==> config.mk <==
export PLATFORM = sky130hd
export DESIGN_NAME = cond_fork_n
export DESIGN_NICKNAME = d
export VERILOG_FILES = /design/src/rtl/cond_fork_n.sv
export SDC_FILE = /design/constraint.sdc
export NUM_CORES = 1
export LEC_CHECK = 0
export CELL_PAD_IN_SITES_DETAIL_PLACEMENT = 2
export CELL_PAD_IN_SITES_GLOBAL_PLACEMENT = 2
export CORE_ASPECT_RATIO = 0.7
export CORE_UTILIZATION = 27
export DETAILED_ROUTE_END_ITERATION = 16
export PLACE_DENSITY_LB_ADDON = 0.1
export SKIP_LAST_GASP = 1
export SLEW_MARGIN = 20
export SYNTH_ARGS = -nofsm -noshare
export SYNTH_HDL_FRONTEND = slang
export SYNTH_SLANG_ARGS = --single-unit
==> constraint.sdc <==
create_clock -name clk -period 1.6 [get_ports clk]
set_input_delay 0.24 -clock clk [delete_from_list [all_inputs] [get_ports clk]]
set_output_delay 0.24 -clock clk [all_outputs]
set_load 0.005 [all_outputs]
==> src/rtl/cond_fork_n.sv <==
// Conditional fork: one upstream request fans out to the branches selected by
// valid, then frees upstream when any or all of them return (FREE_MODE).
module cond_fork_n #(
    parameter int unsigned N         = 3,
    parameter int unsigned FREE_MODE = 1,
    parameter int unsigned CNT_W     = 16
) (
    input  logic             clk,
    input  logic             rstn,
    input  logic             i_drive,
    output logic             o_free,
    input  logic [N-1:0]     valid,
    output logic [N-1:0]     o_driveNext,
    input  logic [N-1:0]     i_freeNext,
    output logic             o_busy,
    output logic             o_overrun,
    input  logic             i_clr_overrun,
    output logic [CNT_W-1:0] o_txn_cnt,
    output logic [1:0]       o_state
);

    typedef enum logic [1:0] {
        ST_IDLE     = 2'd0,
        ST_DISPATCH = 2'd1,
        ST_WAIT     = 2'd2,
        ST_FREE     = 2'd3
    } state_t;

    // Handshake: i_drive is a one-cycle request accepted only in IDLE; o_free
    // is a one-cycle completion pulse; branches see one-cycle o_driveNext
    // pulses and answer on i_freeNext (level or pulse), masked by P.
    state_t             r_state;
    logic [N-1:0]       r_pend;
    logic [N-1:0]       r_drive_next;
    logic               r_free;
    logic               r_busy;
    logic               r_overrun;
    logic [CNT_W-1:0]   r_txn_cnt;

    logic [N-1:0]       w_pend_left;
    logic               w_done;
    logic               w_drive_busy;

    assign w_pend_left  = r_pend & ~i_freeNext;
    assign w_done       = (FREE_MODE != 0) ? (w_pend_left == '0)
                                           : ((r_pend & i_freeNext) != '0);
    assign w_drive_busy = i_drive && (r_state != ST_IDLE);

    always_ff @(posedge clk or negedge rstn) begin
        if (!rstn) begin
            r_state      <= ST_IDLE;
            r_pend       <= '0;
            r_drive_next <= '0;
            r_free       <= 1'b0;
            r_busy       <= 1'b0;
            r_overrun    <= 1'b0;
            r_txn_cnt    <= '0;
        end else begin
            r_drive_next <= '0;
            r_free       <= 1'b0;
            // A new overrun beats a simultaneous clear.
            if (w_drive_busy)
                r_overrun <= 1'b1;
            else if (i_clr_overrun)
                r_overrun <= 1'b0;
            case (r_state)
                ST_IDLE: begin
                    if (i_drive) begin
                        r_pend <= valid;
                        r_busy <= 1'b1;
                        if (valid != '0) begin
                            r_state      <= ST_DISPATCH;
                            r_drive_next <= valid;
                        end else begin
                            r_state   <= ST_FREE;
                            r_free    <= 1'b1;
                            r_txn_cnt <= r_txn_cnt + CNT_W'(1);
                        end
                    end
                end
                ST_DISPATCH, ST_WAIT: begin
                    if (w_done) begin
                        // In any-mode the stragglers are dropped by clearing P.
                        r_state   <= ST_FREE;
                        r_free    <= 1'b1;
                        r_pend    <= '0;
                        r_txn_cnt <= r_txn_cnt + CNT_W'(1);
                    end else begin
                        r_state <= ST_WAIT;
                        r_pend  <= w_pend_left;
                    end
                end
                ST_FREE: begin
                    r_state <= ST_IDLE;
                    r_busy  <= 1'b0;
                end
                default: begin
                    r_state <= ST_IDLE;
                    r_busy  <= 1'b0;
                end
            endcase
        end
    end

    assign o_free      = r_free;
    assign o_driveNext = r_drive_next;
    assign o_busy      = r_busy;
    assign o_overrun   = r_overrun;
    assign o_txn_cnt   = r_txn_cnt;
    assign o_state     = r_state;

endmodule
==> summary.md <==
| Metric | Value |
|---|---|
| CP Max Fanout | 5 |
| Iter 0 DRT Violations | 13 |
| Comb power frac | 0.576 |
| Synth top area cells | dfrtp_1 50%, xnor2_1 9.7%, nand3_1 4.0% |
| Max_slew headroom | 0.732 |
| Int Pwr | 0.00207 W |
| Reg area | 677 um^2 |
| Die Area | 5330 um^2 |
| Row cnt | 21 |
| First-pass GRT wire length | 6330 um |
| Min cycle time layout | 1610 ps |
| ANT nets after route | 0 |
| Cell Pwr Density | 1570 nW/um^2 |
| Total I/O pin count | 34 |
| CTS tree | yes |
| Port bufs | 33 |
| Max H-tree Level | 1 |
| Tcrit/Tclk final | 1.01 |
| Via count | 1,156 |
| Net Sw Power | 0.00121 W |
| Seq/Total Area, Yosys | 0.497 |
| Worst Skew | 3.40 ps |
| Pwr Total | 0.00329 W |
| Largest net degree at the start of global routing | 28 |
| Share of cells above drive strength 1 | 0.265 |
| Critical path endpoint category | register |
| Via density | 4.62 |
| Final slew viol count | 0 |
| Peak Freq | 0.622 GHz |
| Hold Vio Cnt, Final | 0 |
| Sequential Power Share | 0.299 |
| Nets | 196 |
| Distinct cells, synth | 30 |
| Die X | 86.8 um |
| ANT cells | 0 |
| RSZ-0062 raised after global routing | true |
| Vias in the first global route | 1,262 |
| Worst-Skew Late Latency | 280 ps |
| Warnings from Yosys | 0 |
| Post-synthesis cell count | 127 |
| Synth Area per Inst | 10.7 um^2 |
| FF+latch count, synth | 27 |
| Final worst slack | -8.40 ps |
| Outcome | complete, but fails checks |
| Syn nets | 141 |
| GPL Wtd Cong | 0.758 |
| DP Wirelength | 2890 um |
| GR Overflow Total | 0 |
| Initial Util | 0.283 |
| Residual DRC | 0 |
| Most frequent cells in the layout | 32 x clkdlybuf4s50_1, 26 x dfrtp_1, 17 x buf_4 |
| Drt wl/cell | 16.0 um |
| WP data arrival | 1780 ps |
| Multi-input logic area | 756 um^2 |
| Worst Path Required | 1770 ps |
| Critical path type | register to register |
| Leak | 0.857 nW |
| Clock group share of total power | 0.125 |
| Initial antenna violation count | 0 |
| Slew @ Worst Pin | 399 ps |
| Max Root-Sink Buffers | 2 |
| Wirelength, routed | 4010 um |
| Fillers | 499 |
| CTS root buf | clkbuf_8 |
| Tightest Hold Check Type | primary input to async pin |
| Failing checks | negative setup slack |
| VDD IR max | 0.864 mV |
| Worst Setup Start Kind | register |
| Share of the synthesized area in the top cell type | 0.497 |
| Cell Area, Synth | 1360 um^2 |
| Setup violations, final | 1 |
| Reg-to-reg setup timing slack | -8 ps |
| Leading cell type in the layout, fill and taps excluded | clkdlybuf4s50_1 |
| Hold buffers post-CTS | 0 |
| Die Y | 61.4 um |
| Synth area leader | dfrtp_1 |
| Initial DRT Pass Iterations | 4 |
| Max Cap Viol | 0 |
| Sink Count | 27 |
| Area growth, synth to finish | 53.5% |
| Switching share of power | 0.369 |
| Cts bufs inserted | 3 |
| GRT Util Overall | 0.163 |
| Worst slack at placement | -248 ps |
| Clk slew on worst S/H paths | 100 ps |
| Core Area | 4810 um^2 |
registers in the layout (all words and copies together), names as in the netlist:
name         cells
o_txn_cnt       16
o_driveNext      3
r_pend           3
o_state          2
o_busy           1
o_free           1
o_overrun        1
synth_stat cells:
library cell	instances
and4_1	1
o21ai_0	8
or2_2	1
xnor2_1	15
buf_2	1
buf_6	1
o21ai_2	1
nand3_1	11
a31oi_1	1
nor2_1	3
and3_1	6
nand4_1	7
nor4_1	1
and2b_4	1
nor3_4	2
o31ai_4	1
inv_1	8
dfrtp_1	27
nand2_1	6
clkbuf_1	1
ha_1	4
mux2_4	1
o22ai_1	1
o211ai_1	1
and2b_2	1
nor3_1	3
nor2b_1	5
mux2i_1	3
a21oi_1	4
o31a_1	1
path summary, 6_finish.rpt:
| check | from | to | depth (start not counted) |
|---|---|---|---|
| hold / removal | rstn | o_txn_cnt[12] | 2 |
| min in group clk | o_txn_cnt[15] | o_txn_cnt[15] | 1 |
| setup / recovery | o_state[1] | o_txn_cnt[15] | 7 |
| max in group asynchronous | rstn | o_txn_cnt[7] | 2 |
| hold reg to reg | o_txn_cnt[15] | o_txn_cnt[15] | 1 |
| setup reg to reg | o_state[1] | o_txn_cnt[15] | 7 |
cell families (layout without fill, tap and decap cells):
family | Yosys count | count (layout) | share of synthesized area
xor gates and xnor gates | 15 | 15 | 0.0966
DFF | 27 | 27 | 0.497
adders and majority gates | 4 | 4 | 0.0368
AOI/OAI and AO/OA | 18 | 18 | 0.0874
buffers and inverters | 11 | 65 | 0.0368
muxes | 4 | 4 | 0.0331
and+or+nand+nor | 48 | 48 | 0.213
per-stage QoR:
step	utilization	TNS [ps]	cell area, um^2	instances	hold WS (ps)
after floorplan	-	-17.2	1360	127	-55.6
after global placement	0.384	-2800	1850	238	463
after detailed placement	0.384	-3010	1850	238	476
after CTS	0.416	-49.8	2000	249	354
after global routing	0.434	-641	2090	250	358
final	0.434	-8.40	2090	250	337
power groups by stage:
stage | clock network (W) | registers (W) | logic, W
6_report | 0.000412 | 0.000982 | 0.00189
3_5_place_dp | 0 | 0.000991 | 0.00150
4_1_cts | 0.000432 | 0.000987 | 0.00181
5_1_grt | 0.000457 | 0.00101 | 0.00204
2_1_floorplan | 0 | 0.000998 | 0.000785
3_3_place_gp | 0 | 0.000973 | 0.00145
per-layer routing:
metal  track usage  vias to the layer above  part of all wire
li1              -                      549                 -
met1         0.218                      586              0.50
met2         0.270                       19              0.47
met3        0.0375                        2             0.025
met4        0.0405                        0            0.0062
met5             0                        -                 0
critical path, cell delays in order (launching register included):
cell and delay [ps]:
dfrtp_1 390, inv_2 80, ha_4 180, mux2i_4 200, nor3_4 210, buf_4 170, nand4_1 120, xnor2_1 150
final cells by class:
type	instances	share of cell area
flip-flops and latches	27	0.324
multi-input cells	89	0.362
inverters	8	0.0144
well taps	69	0.0413
repair buffers	53	0.237
clock buffers	4	0.0216
timing repair:
item                       4_1_cts  5_1_grt
resized for setup               11       18
setup buffers                    7        1
setup endpoints to repair       16       19
pin swaps                        4        3
No activity file was read; power rests on OpenSTA's default activity.
